$ cat src/rtl/note_gate_ctrl_if.sv
// Event and gate signal bundle between the MIDI decoder, the note-priority
// controller and the envelope/oscillator path of one voice.
interface note_gate_ctrl_if #(
  parameter int DEPTH = 8
) ();
  localparam int CW = $clog2(DEPTH + 1);

  logic          evt_valid;
  logic          evt_ready;
  logic          evt_on;
  logic [6:0]    evt_note;
  logic [6:0]    evt_vel;
  logic          all_off;
  logic          gate_on;
  logic          gate_off;
  logic          gate_active;
  logic [6:0]    note_out;
  logic [6:0]    vel_out;
  logic [CW-1:0] note_count;

  // Event source side (MIDI decoder / testbench)
  modport master (
    output evt_valid, evt_on, evt_note, evt_vel, all_off,
    input  evt_ready, gate_on, gate_off, gate_active, note_out, vel_out, note_count
  );

  // Controller side
  modport slave (
    input  evt_valid, evt_on, evt_note, evt_vel, all_off,
    output evt_ready, gate_on, gate_off, gate_active, note_out, vel_out, note_count
  );
endinterface

$ cat src/rtl/note_gate_ctrl.sv
// Monophonic last-note-priority controller. Keeps a stack of held notes
// (entry 0 = most recent), searches it one entry per cycle for each event,
// rewrites it in one cycle and then publishes gate pulses, the top note and
// its velocity together. all_off aborts any in-flight event and clears the
// stack count.
module note_gate_ctrl #(
  parameter int DEPTH  = 8,
  parameter bit LEGATO = 1'b0
) (
  input  logic           clk,
  input  logic           rst_n,
  note_gate_ctrl_if.slave bus
);
  localparam int            CW      = $clog2(DEPTH + 1);
  localparam int            IW      = $clog2(DEPTH);
  localparam logic [CW-1:0] CNT_MAX = CW'(DEPTH);
  localparam logic [IW-1:0] IDX_MAX = IW'(DEPTH - 1);

  // PUBLISH registers the outputs from the freshly rewritten stack so that the
  // pulses, note, velocity and count all change on the same edge.
  typedef enum logic [1:0] {
    S_IDLE    = 2'd0,
    S_SEARCH  = 2'd1,
    S_UPDATE  = 2'd2,
    S_PUBLISH = 2'd3
  } state_t;

  state_t        r_state;
  state_t        w_state_nxt;

  // Stack entries are {note, velocity}
  logic [13:0]   r_stk     [DEPTH];
  logic [13:0]   w_stk_nxt [DEPTH];
  logic [CW-1:0] r_cnt;
  logic [CW-1:0] w_cnt_nxt;

  // Latched event and search result
  logic          r_on;
  logic [6:0]    r_note;
  logic [6:0]    r_vel;
  logic [IW-1:0] r_idx;
  logic          r_found;
  logic [IW-1:0] r_k;

  logic          r_pend_on;
  logic          r_pend_off;
  logic          w_pend_on;
  logic          w_pend_off;
  logic          r_panic_off;

  logic          r_gate_on;
  logic          r_gate_off;
  logic          r_gate_active;
  logic [6:0]    r_note_out;
  logic [6:0]    r_vel_out;
  logic [CW-1:0] r_note_count;

  logic          w_ready;
  logic          w_accept;
  logic          w_hit;
  logic          w_last;

  assign w_ready  = (r_state == S_IDLE) && !bus.all_off;
  assign w_accept = bus.evt_valid && w_ready;
  // Entries at or above the count are stale and must never match
  assign w_hit    = (CW'(r_idx) < r_cnt) && (r_stk[r_idx][13:7] == r_note);
  assign w_last   = (r_idx == IDX_MAX);

  assign bus.evt_ready   = w_ready;
  assign bus.gate_on     = r_gate_on;
  assign bus.gate_off    = r_gate_off;
  assign bus.gate_active = r_gate_active;
  assign bus.note_out    = r_note_out;
  assign bus.vel_out     = r_vel_out;
  assign bus.note_count  = r_note_count;

  // State register
  always_ff @(posedge clk or negedge rst_n) begin
    if (!rst_n) begin
      r_state <= S_IDLE;
    end else begin
      r_state <= w_state_nxt;
    end
  end

  // Next-state logic; all_off returns to IDLE from anywhere
  always_comb begin
    w_state_nxt = r_state;
    if (bus.all_off) begin
      w_state_nxt = S_IDLE;
    end else begin
      case (r_state)
        S_IDLE: begin
          if (w_accept) begin
            w_state_nxt = S_SEARCH;
          end else begin
            w_state_nxt = S_IDLE;
          end
        end
        S_SEARCH: begin
          if (w_last) begin
            w_state_nxt = S_UPDATE;
          end else begin
            w_state_nxt = S_SEARCH;
          end
        end
        S_UPDATE:  w_state_nxt = S_PUBLISH;
        S_PUBLISH: w_state_nxt = S_IDLE;
        default:   w_state_nxt = S_IDLE;
      endcase
    end
  end

  // Latch the accepted event and walk the stack one entry per cycle
  always_ff @(posedge clk or negedge rst_n) begin
    if (!rst_n) begin
      r_on    <= 1'b0;
      r_note  <= 7'd0;
      r_vel   <= 7'd0;
      r_idx   <= '0;
      r_found <= 1'b0;
      r_k     <= '0;
    end else if (bus.all_off) begin
      r_idx   <= '0;
      r_found <= 1'b0;
    end else if (w_accept) begin
      // A note-on with velocity 0 is a note-off
      r_on    <= bus.evt_on && (bus.evt_vel != 7'd0);
      r_note  <= bus.evt_note;
      r_vel   <= bus.evt_vel;
      r_idx   <= '0;
      r_found <= 1'b0;
      r_k     <= '0;
    end else if (r_state == S_SEARCH) begin
      if (!r_found && w_hit) begin
        r_found <= 1'b1;
        r_k     <= r_idx;
      end else begin
        r_found <= r_found;
      end
      if (!w_last) begin
        r_idx <= r_idx + IW'(1);
      end else begin
        r_idx <= r_idx;
      end
    end else begin
      r_idx <= r_idx;
    end
  end

  // New stack contents, count and pending pulses for the latched event
  always_comb begin
    for (int i = 0; i < DEPTH; i++) begin
      w_stk_nxt[i] = r_stk[i];
    end
    w_cnt_nxt  = r_cnt;
    w_pend_on  = 1'b0;
    w_pend_off = 1'b0;
    if (r_on) begin
      // Move the note to the top; when absent everything slides down and
      // the oldest entry falls off a full stack
      w_stk_nxt[0] = {r_note, r_vel};
      for (int i = 1; i < DEPTH; i++) begin
        if (!r_found || (i <= int'(r_k))) begin
          w_stk_nxt[i] = r_stk[i-1];
        end else begin
          w_stk_nxt[i] = r_stk[i];
        end
      end
      if (!r_found && (r_cnt != CNT_MAX)) begin
        w_cnt_nxt = r_cnt + CW'(1);
      end else begin
        w_cnt_nxt = r_cnt;
      end
      if (LEGATO) begin
        w_pend_on = (r_cnt == CW'(0));
      end else begin
        w_pend_on = 1'b1;
      end
    end else if (r_found) begin
      // Close the gap left by the released note
      for (int i = 0; i < DEPTH - 1; i++) begin
        if (i >= int'(r_k)) begin
          w_stk_nxt[i] = r_stk[i+1];
        end else begin
          w_stk_nxt[i] = r_stk[i];
        end
      end
      w_stk_nxt[DEPTH-1] = 14'd0;
      w_cnt_nxt  = r_cnt - CW'(1);
      w_pend_off = (r_cnt == CW'(1));
      // Releasing the top note exposes an older one, which retriggers
      w_pend_on  = !LEGATO && (r_k == IW'(0)) && (r_cnt > CW'(1));
    end else begin
      w_cnt_nxt = r_cnt;
    end
  end

  // Commit the stack rewrite; all_off empties the stack by clearing its count
  always_ff @(posedge clk or negedge rst_n) begin
    if (!rst_n) begin
      for (int i = 0; i < DEPTH; i++) begin
        r_stk[i] <= 14'd0;
      end
      r_cnt      <= '0;
      r_pend_on  <= 1'b0;
      r_pend_off <= 1'b0;
    end else if (bus.all_off) begin
      r_cnt      <= '0;
      r_pend_on  <= 1'b0;
      r_pend_off <= 1'b0;
    end else if (r_state == S_UPDATE) begin
      for (int i = 0; i < DEPTH; i++) begin
        r_stk[i] <= w_stk_nxt[i];
      end
      r_cnt      <= w_cnt_nxt;
      r_pend_on  <= w_pend_on;
      r_pend_off <= w_pend_off;
    end else begin
      r_cnt <= r_cnt;
    end
  end

  // Registered outputs: pulses default low, note/velocity hold after release
  always_ff @(posedge clk or negedge rst_n) begin
    if (!rst_n) begin
      r_gate_on     <= 1'b0;
      r_gate_off    <= 1'b0;
      r_gate_active <= 1'b0;
      r_note_out    <= 7'd0;
      r_vel_out     <= 7'd0;
      r_note_count  <= '0;
      r_panic_off   <= 1'b0;
    end else if (bus.all_off) begin
      // Release pulse follows one edge after the clear, only if notes were held
      r_panic_off   <= (r_note_count != CW'(0));
      r_gate_on     <= 1'b0;
      r_gate_off    <= r_panic_off;
      r_gate_active <= 1'b0;
      r_note_count  <= '0;
    end else if (r_state == S_PUBLISH) begin
      r_panic_off   <= 1'b0;
      r_gate_on     <= r_pend_on;
      r_gate_off    <= r_pend_off;
      r_gate_active <= (r_cnt != CW'(0));
      r_note_count  <= r_cnt;
      if (r_cnt != CW'(0)) begin
        r_note_out <= r_stk[0][13:7];
        r_vel_out  <= r_stk[0][6:0];
      end else begin
        r_note_out <= r_note_out;
        r_vel_out  <= r_vel_out;
      end
    end else begin
      r_panic_off <= 1'b0;
      r_gate_on   <= 1'b0;
      r_gate_off  <= r_panic_off;
    end
  end

endmodule

$ cat src/flat_wrapper.sv
// flat-port wrapper written by rule: the top's interface ports become plain ports
module note_gate_ctrl_flat 
#(
  parameter int DEPTH  = 8,
  parameter bit LEGATO = 1'b0
)
  (clk, rst_n, bus_evt_valid, bus_evt_on, bus_evt_note, bus_evt_vel, bus_all_off, bus_evt_ready, bus_gate_on, bus_gate_off, bus_gate_active, bus_note_out, bus_vel_out, bus_note_count);
  note_gate_ctrl_if #(.DEPTH(DEPTH)) bus_i ();
  input  logic clk;
  input  logic rst_n;
  input wire logic [$bits(bus_i.evt_valid)-1:0] bus_evt_valid;
  input wire logic [$bits(bus_i.evt_on)-1:0] bus_evt_on;
  input wire logic [$bits(bus_i.evt_note)-1:0] bus_evt_note;
  input wire logic [$bits(bus_i.evt_vel)-1:0] bus_evt_vel;
  input wire logic [$bits(bus_i.all_off)-1:0] bus_all_off;
  output wire logic [$bits(bus_i.evt_ready)-1:0] bus_evt_ready;
  output wire logic [$bits(bus_i.gate_on)-1:0] bus_gate_on;
  output wire logic [$bits(bus_i.gate_off)-1:0] bus_gate_off;
  output wire logic [$bits(bus_i.gate_active)-1:0] bus_gate_active;
  output wire logic [$bits(bus_i.note_out)-1:0] bus_note_out;
  output wire logic [$bits(bus_i.vel_out)-1:0] bus_vel_out;
  output wire logic [$bits(bus_i.note_count)-1:0] bus_note_count;
  assign bus_i.evt_valid = bus_evt_valid;
  assign bus_i.evt_on = bus_evt_on;
  assign bus_i.evt_note = bus_evt_note;
  assign bus_i.evt_vel = bus_evt_vel;
  assign bus_i.all_off = bus_all_off;
  assign bus_evt_ready = bus_i.evt_ready;
  assign bus_gate_on = bus_i.gate_on;
  assign bus_gate_off = bus_i.gate_off;
  assign bus_gate_active = bus_i.gate_active;
  assign bus_note_out = bus_i.note_out;
  assign bus_vel_out = bus_i.vel_out;
  assign bus_note_count = bus_i.note_count;
  note_gate_ctrl #(.DEPTH(DEPTH), .LEGATO(LEGATO)) u_core (.clk(clk), .rst_n(rst_n), .bus(bus_i));
endmodule
$ cat config.mk
export PLATFORM = sky130hd
export DESIGN_NAME = note_gate_ctrl_flat
export DESIGN_NICKNAME = d
export VERILOG_FILES = /design/src/rtl/note_gate_ctrl_if.sv /design/src/rtl/note_gate_ctrl.sv /design/src/flat_wrapper.sv
export SDC_FILE = /design/constraint.sdc
export NUM_CORES = 1
export LEC_CHECK = 0
export CAP_MARGIN = 20
export CORE_ASPECT_RATIO = 0.8
export CORE_MARGIN = 1.5
export CORE_UTILIZATION = 35
export CTS_BUF_LIST = sky130_fd_sc_hd__clkbuf_16
export DETAILED_ROUTE_END_ITERATION = 8
export PLACE_DENSITY = 0.5
export SYNTH_ARGS = -nofsm -noshare
export SYNTH_HDL_FRONTEND = slang
export SYNTH_SLANG_ARGS = --single-unit
$ cat constraint.sdc
create_clock -name clk -period 2.2 [get_ports clk]
set_clock_uncertainty 0.15 [all_clocks]
set_input_delay 0.44 -clock clk [delete_from_list [all_inputs] [get_ports clk]]
set_output_delay 0.44 -clock clk [all_outputs]
set_load 0.03 [all_outputs]
==> results_dict.tcl, run 1 <==
set metrics [dict create \
    syn-cell-area_mm2 0.008005 \
    ios 41 \
    ir_drop_uv 514.0 \
    hp-class "reg -> reg" \
    grt_pass1_wl_um 31930 \
    crit_type "reg -> reg" \
    worstSetupStartpointType "flop" \
    cap_violations 0 \
    leakagePower_nw 4.400 \
    setup.worst_path.end_class "flop" \
    syn-instance-count 746 \
    die_y_um 138.3 \
    die_x_um 172.1 \
    clk_pin_slew_ns 0.06 \
    syn2layout_area_growth_pct 23.46 \
    rr_startpoint "u_core.r_idx[2]" \
    core_area_mm2 0.02244 \
    detail_route.wl_per_cell_um 17.20 \
    worst-r2r-cell-count 7 \
    met2_length_um 9568 \
    synth-edff-count 0 \
    drtIter0Drc 300 \
    yosysUniqueCellTypes 55 \
    setup_slack_ns -0.1443 \
    antenna_found_initial 0 \
    syn-num-nets 773 \
    synthFlopType "dfrtp_1" \
    ant_nets 0 \
    arrival_ns 2.50 \
    overflow 0 \
    grt_max_degree 57 \
    drc 0 \
    hpwl_um 13820 \
    synth-seq-area-share 0.5127 \
    clock_latency_ns 0.43 \
    slew_violations 0 \
    hold_start "u_core.r_stk[0]" \
    avgSynthCellArea_um2 10.73 \
    worst_hold_path.endpoint "u_core.r_stk[0]" \
    ys_seq_elements 164 \
    vias_per_cell 5.017 \
    gp_congestion 0.8277 \
    cts_buffers 17 \
    start_util 0.3568 \
    period_minus_slack_ns 2.344 \
    yosysWarnings 0 \
    fin_util 0.4404 \
    min_period_over_period 1.066 \
    placed_cell_area_mm2 0.009300 \
    design_area_mm2 0.009883 \
    rsz0062_at_grt "true" \
    final_hold_viol_count 0 \
    grt_usage 0.1748 \
    worst_pin_slew_ns 0.4552 \
    clock.fmax_mhz 426.6 \
    fillers 2090 \
    wirelength_um 19780 \
    die-area_mm2 0.02379 \
    final_cells 1150 \
    total_power_w 0.007207 \
    antennaDiodeCount 0 \
    power.density_mw_per_mm2 729.2 \
    highest_layer "met4" \
    worstHoldPathCells 2 \
    r2r_slack_ns -0.14 \
    via_count 5770 \
    violations "negative setup slack" \
    fp-row-count 49 \
    clockBufferDepth 2 \
    async_flop_share 1.000 \
    relSlewSlack 0.6945 \
    setup_viol 3 \
    drive_above_1_share 0.1860 \
    dr_wl_met3_um 636 \
    portBuffers 40 \
    reg2reg_to "u_core.r_k[0]" \
    status "complete, but fails checks" \
    htreeDepth 4 \
    tritoncts "done" \
    wl_met1_um 9439 \
    first_global_vias 5894 \
    numClockSinks 164 \
    root_buffer "clkbuf_16" \
    nets 861 \
    path_max_fanout 13 \
    critPathRequiredTime_ns 2.36 \
    firstDrtPassIters 5 \
    whs_ns 0.3323 \
    placedCellCount 1117 \
]
timing repair:
action,CTS,global route
gates resized for setup,3,1
setup buffers,2,1
pin swaps,0,0
hold endpoints to repair,27,0
endpoints found under the setup margin,4,8
hold buffers,1,0
registers in the layout (all words and copies together), names as in the netlist, 2 cells and up:
signal / count
u_core.bus.note_out: 7
u_core.r_idx: 3
u_core.r_stk: 112
u_core.r_note: 7
u_core.r_vel: 7
u_core.bus.vel_out: 7
u_core.bus.note_count: 4
u_core.r_cnt: 4
u_core.r_state: 2
u_core.r_k: 3
area by class of cell:
type | count | area, um^2 | share of cell area
flip-flops and latches | 164 | 4110 | 0.4159
inverters | 7 | 26.28 | 0.002659
multi-input cells | 529 | 3681 | 0.3725
repair buffers | 115 | 1140 | 0.1153
well taps | 306 | 382.9 | 0.03874
clock buffers | 17 | 425.4 | 0.04304
clock inverters | 12 | 117.6 | 0.01190
layout by cell type (no fill, tap or decap), types with 3 or more instances in the layout:
cell,Yosys,final
mux4_2,3,4
buf_12,1,14
ha_1,8,8
mux4_1,5,4
buf_4,1,61
o21ai_0,61,61
mux2i_1,112,112
o21ai_1,3,3
nand4_1,3,3
clkinv_1,1,5
nor2b_1,5,5
inv_1,6,6
xnor2_1,6,6
nor2_1,73,73
mux2_2,35,35
a211oi_2,1,3
dfrtp_1,164,161
nor3_1,9,7
a21oi_1,71,70
nand3_1,8,8
clkbuf_16,0,17
nand2_1,83,83
nor3_2,1,3
clkdlybuf4s50_1,0,38
nand2b_1,5,5
logic make-up after synthesis:
family | share of synthesized area
buffers and inverters | 0.03282
muxes | 0.2169
AOI/OAI and AO/OA | 0.1110
DFF | 0.5127
and+or+nand+nor | 0.1064
xor gates and xnor gates | 0.007659
adders and majority gates | 0.01250
routing by layer:
metal | vias up | GRT usage
li1 | 2808 | -
met1 | 2851 | 0.2368
met2 | 93 | 0.2846
met3 | 18 | 0.03836
met4 | 0 | 0.04165
met5 | - | 0
per-stage QoR:
step | setup WS, ns | TNS [ns]
5_1_grt | -0.2610 | -0.8052
3_3_place_gp | -0.1765 | -2.202
2_1_floorplan | -0.001853 | -0.01853
4_1_cts | -0.1613 | -0.4039
3_5_place_dp | -0.2342 | -3.740
6_report | -0.1443 | -0.3577
how the worst max path moves through the flow:
stage	endpoint	startpoint	slack, ns
floorplan	u_core.r_note[2]	bus_all_off	-0.002
global placement	u_core.r_k[2]	u_core.r_idx[0]	-0.18
detailed placement	u_core.r_k[0]	u_core.r_idx[0]	-0.23
CTS	u_core.r_k[0]	u_core.r_idx[2]	-0.16
global route	u_core.r_k[2]	u_core.r_idx[2]	-0.26
finish	u_core.r_k[0]	u_core.r_idx[2]	-0.14
power by group:
group	internal [W]	switching, W
clock	0.00163	0.00117
combinational	0.000509	0.000512
sequential	0.00320	0.000185
cells in the mapped netlist (3+ instances only):
cell type	number	area [um^2]
a211oi_1	3	22.52
a21oi_1	71	355.3
buf_1	5	18.77
buf_2	9	45.04
buf_6	3	33.78
clkbuf_1	26	97.59
dfrtp_1	164	4104
ha_1	8	100.1
inv_1	6	22.52
mux2_2	35	394.1
mux2i_1	112	1121
mux4_1	5	131.4
mux4_2	3	67.56
nand2_1	83	311.6
nand2b_1	5	31.28
nand3_1	8	40.04
nand4_1	3	18.77
nor2_1	73	274.0
nor2b_1	5	31.28
nor3_1	9	45.04
o21ai_0	61	305.3
o21ai_1	3	15.01
xnor2_1	6	52.55
worst max-delay path, cell delays in order, from the launching register on:
cell     delay, ns
dfrtp_2       0.47
buf_12        0.17
mux4_2        0.49
mux2i_1       0.18
xnor2_1       0.11
a21oi_2       0.17
nand4_2       0.14
mux2_1        0.35
(Power assumes the default switching activity.)
==> run 2, diff against run 1 <==
PLACE_DENSITY = 0.48   (was 0.5)
clock period = 2.8 ns   (was 2.2 ns; I/O delays follow)
==> run 2 against run 1 <==
- routed wire length fell by 2.1%
- maximum frequency fell by 10%
- non-clock buffer count fell by 51
- sequential share of layout area rose by 1.6 points
- setup slack improved by 0.34 ns
- critical path depth did not move
- cell count fell by 4.2%
- worst hold slack got worse by 0.37 ns
- critical endpoint unchanged
- combinational power fell by 30%
- the run ends with negative hold slack left
- largest power group unchanged
==> results_dict.tcl, run 2 (same netlist as run 1, synthesis figures left out) <==
set metrics [dict create \
    design_area_mm2 0.009503 \
    min_period_over_period 0.9312 \
    cap_violations 0 \
    clockBufferDepth 2 \
    critPathLaunch "u_core.r_idx[2]" \
    hp-class "in -> async" \
    crit_type "reg -> reg" \
    start_util 0.3568 \
    cts_buffers 17 \
    nets 810 \
    antennaDiodeCount 0 \
    reg2reg_to "u_core.r_k[0]" \
    die-area_mm2 0.02379 \
    wirelength_um 19360 \
    status "complete, but fails checks" \
    setup.worst_path.end_class "flop" \
    clock.fmax_mhz 383.5 \
    syn2layout_area_growth_pct 18.71 \
    largest_reg_flops 112 \
    fp-row-count 49 \
    final_hold_viol_count 12 \
    drtIter0Drc 371 \
    tritoncts "done" \
    critPathRequiredTime_ns 2.96 \
    fin_tns_setup_ns 0 \
    grt_max_degree 96 \
    final_common_cell "dfrtp_1" \
    hpwl_um 12980 \
    antenna_found_initial 0 \
    worst-r2r-cell-count 7 \
    numClockSinks 164 \
    drive_above_1_share 0.1319 \
    period_minus_slack_ns 2.607 \
    clk_pin_slew_ns 0.06 \
    clock_latency_ns 0.43 \
    ir_drop_uv 382.3 \
    detail_route.wl_per_cell_um 17.56 \
    via_count 5607 \
    whs_ns -0.03693 \
    cts_hold_buf 0 \
    rsz0062_at_grt "false" \
    relSlewSlack 0.5072 \
    cts_setup_buffers 0 \
    ios 41 \
    path_max_fanout 14 \
    vias_per_cell 5.088 \
    firstDrtPassIters 4 \
    worstSetupStartpointType "flop" \
    most-common-layout-cells "dfrtp_1, mux2i_1, nand2_1, nor2_1, a21oi_1" \
    ant_nets 0 \
    drc 0 \
    grt_pass1_wl_um 31940 \
    arrival_ns 2.77 \
    r2r_slack_ns 0.19 \
    core_area_mm2 0.02244 \
    slew_violations 0 \
    htreeDepth 4 \
    worst_pin_slew_ns 0.7343 \
    die_y_um 138.3 \
    violations "negative hold slack" \
    ctsResizeCount 0 \
    placed_cell_area_mm2 0.008842 \
    first_global_vias 5966 \
    setup_viol 0 \
    power.density_mw_per_mm2 635.6 \
    portBuffers 40 \
    fillers 2181 \
    grt_usage 0.1739 \
    root_buffer "clkbuf_16" \
    die_x_um 172.1 \
    regMostFlops "u_core.r_stk" \
    overflow 0 \
    rr_startpoint "u_core.r_idx[2]" \
    leakagePower_nw 4.176 \
    gp_congestion 0.8141 \
    setup.worst_path.end "u_core.r_k[0]" \
]
run 2: stage by stage:
step / hold slack, ns / total power [W] / setup slack (ns) / std cells / util
after global routing: 0.02814 / 0.006306 / 0.003408 / 1102 / 0.4235
after global placement: 0.3135 / 0.003425 / 0.2407 / 1070 / 0.3941
after CTS: 0.005426 / 0.006115 / 0.1573 / 1102 / 0.4235
after floorplan: 0.1144 / 0.003200 / 0.1826 / 746 / -
final: -0.03693 / 0.006040 / 0.1927 / 1102 / 0.4235
after detailed placement: 0.3214 / 0.003444 / 0.1691 / 1070 / 0.3941
run 2: how the worst min path moves through the flow:
stage | from | to | slack [ns]
3_5_place_dp | u_core.r_stk[3] | u_core.r_stk[3] | 0.32
3_3_place_gp | u_core.r_stk[3] | u_core.r_stk[3] | 0.31
4_1_cts | rst_n | u_core.r_stk[111] | 0.005
6_report | rst_n | u_core.bus.gate_on | -0.04
5_1_grt | rst_n | u_core.bus.note_out[4] | 0.03
2_1_floorplan | rst_n | u_core.bus.gate_active | 0.11
run 2: final cells by class:
type / instances / area [um^2] / area share
Tap cell: 306 / 382.9 / 0.04029
Clock inverter: 15 / 235.2 / 0.02475
Clock buffer: 17 / 425.4 / 0.04477
Sequential cell: 164 / 4108 / 0.4323
Inverter: 7 / 26.28 / 0.002765
Multi-Input combinational cell: 529 / 3659 / 0.3850
Timing Repair Buffer: 64 / 666.9 / 0.07018
run 2: worst max-delay path, cell delays in order, from the launching register on:
cell and delay, ns:
dfrtp_1 0.58, buf_4 0.32, mux2_2 0.36, o22ai_1 0.22
nor3_1 0.09, nor3_2 0.24, nand4_2 0.18, mux2_1 0.34
run 2: per-layer routing:
metal  track usage  vias to the layer above  routed length (um)
li1              -                     2709                   -
met1        0.2326                     2780                8998
met2        0.2808                       95                9326
met3       0.03951                       23                 729
met4       0.05126                        0                 301
met5             0                        -                   0
run 2: power by group:
| group | internal [W] | switching (W) |
|---|---|---|
| registers | 0.00251 | 0.000162 |
| clock network | 0.00167 | 0.000982 |
| logic | 0.000345 | 0.000370 |
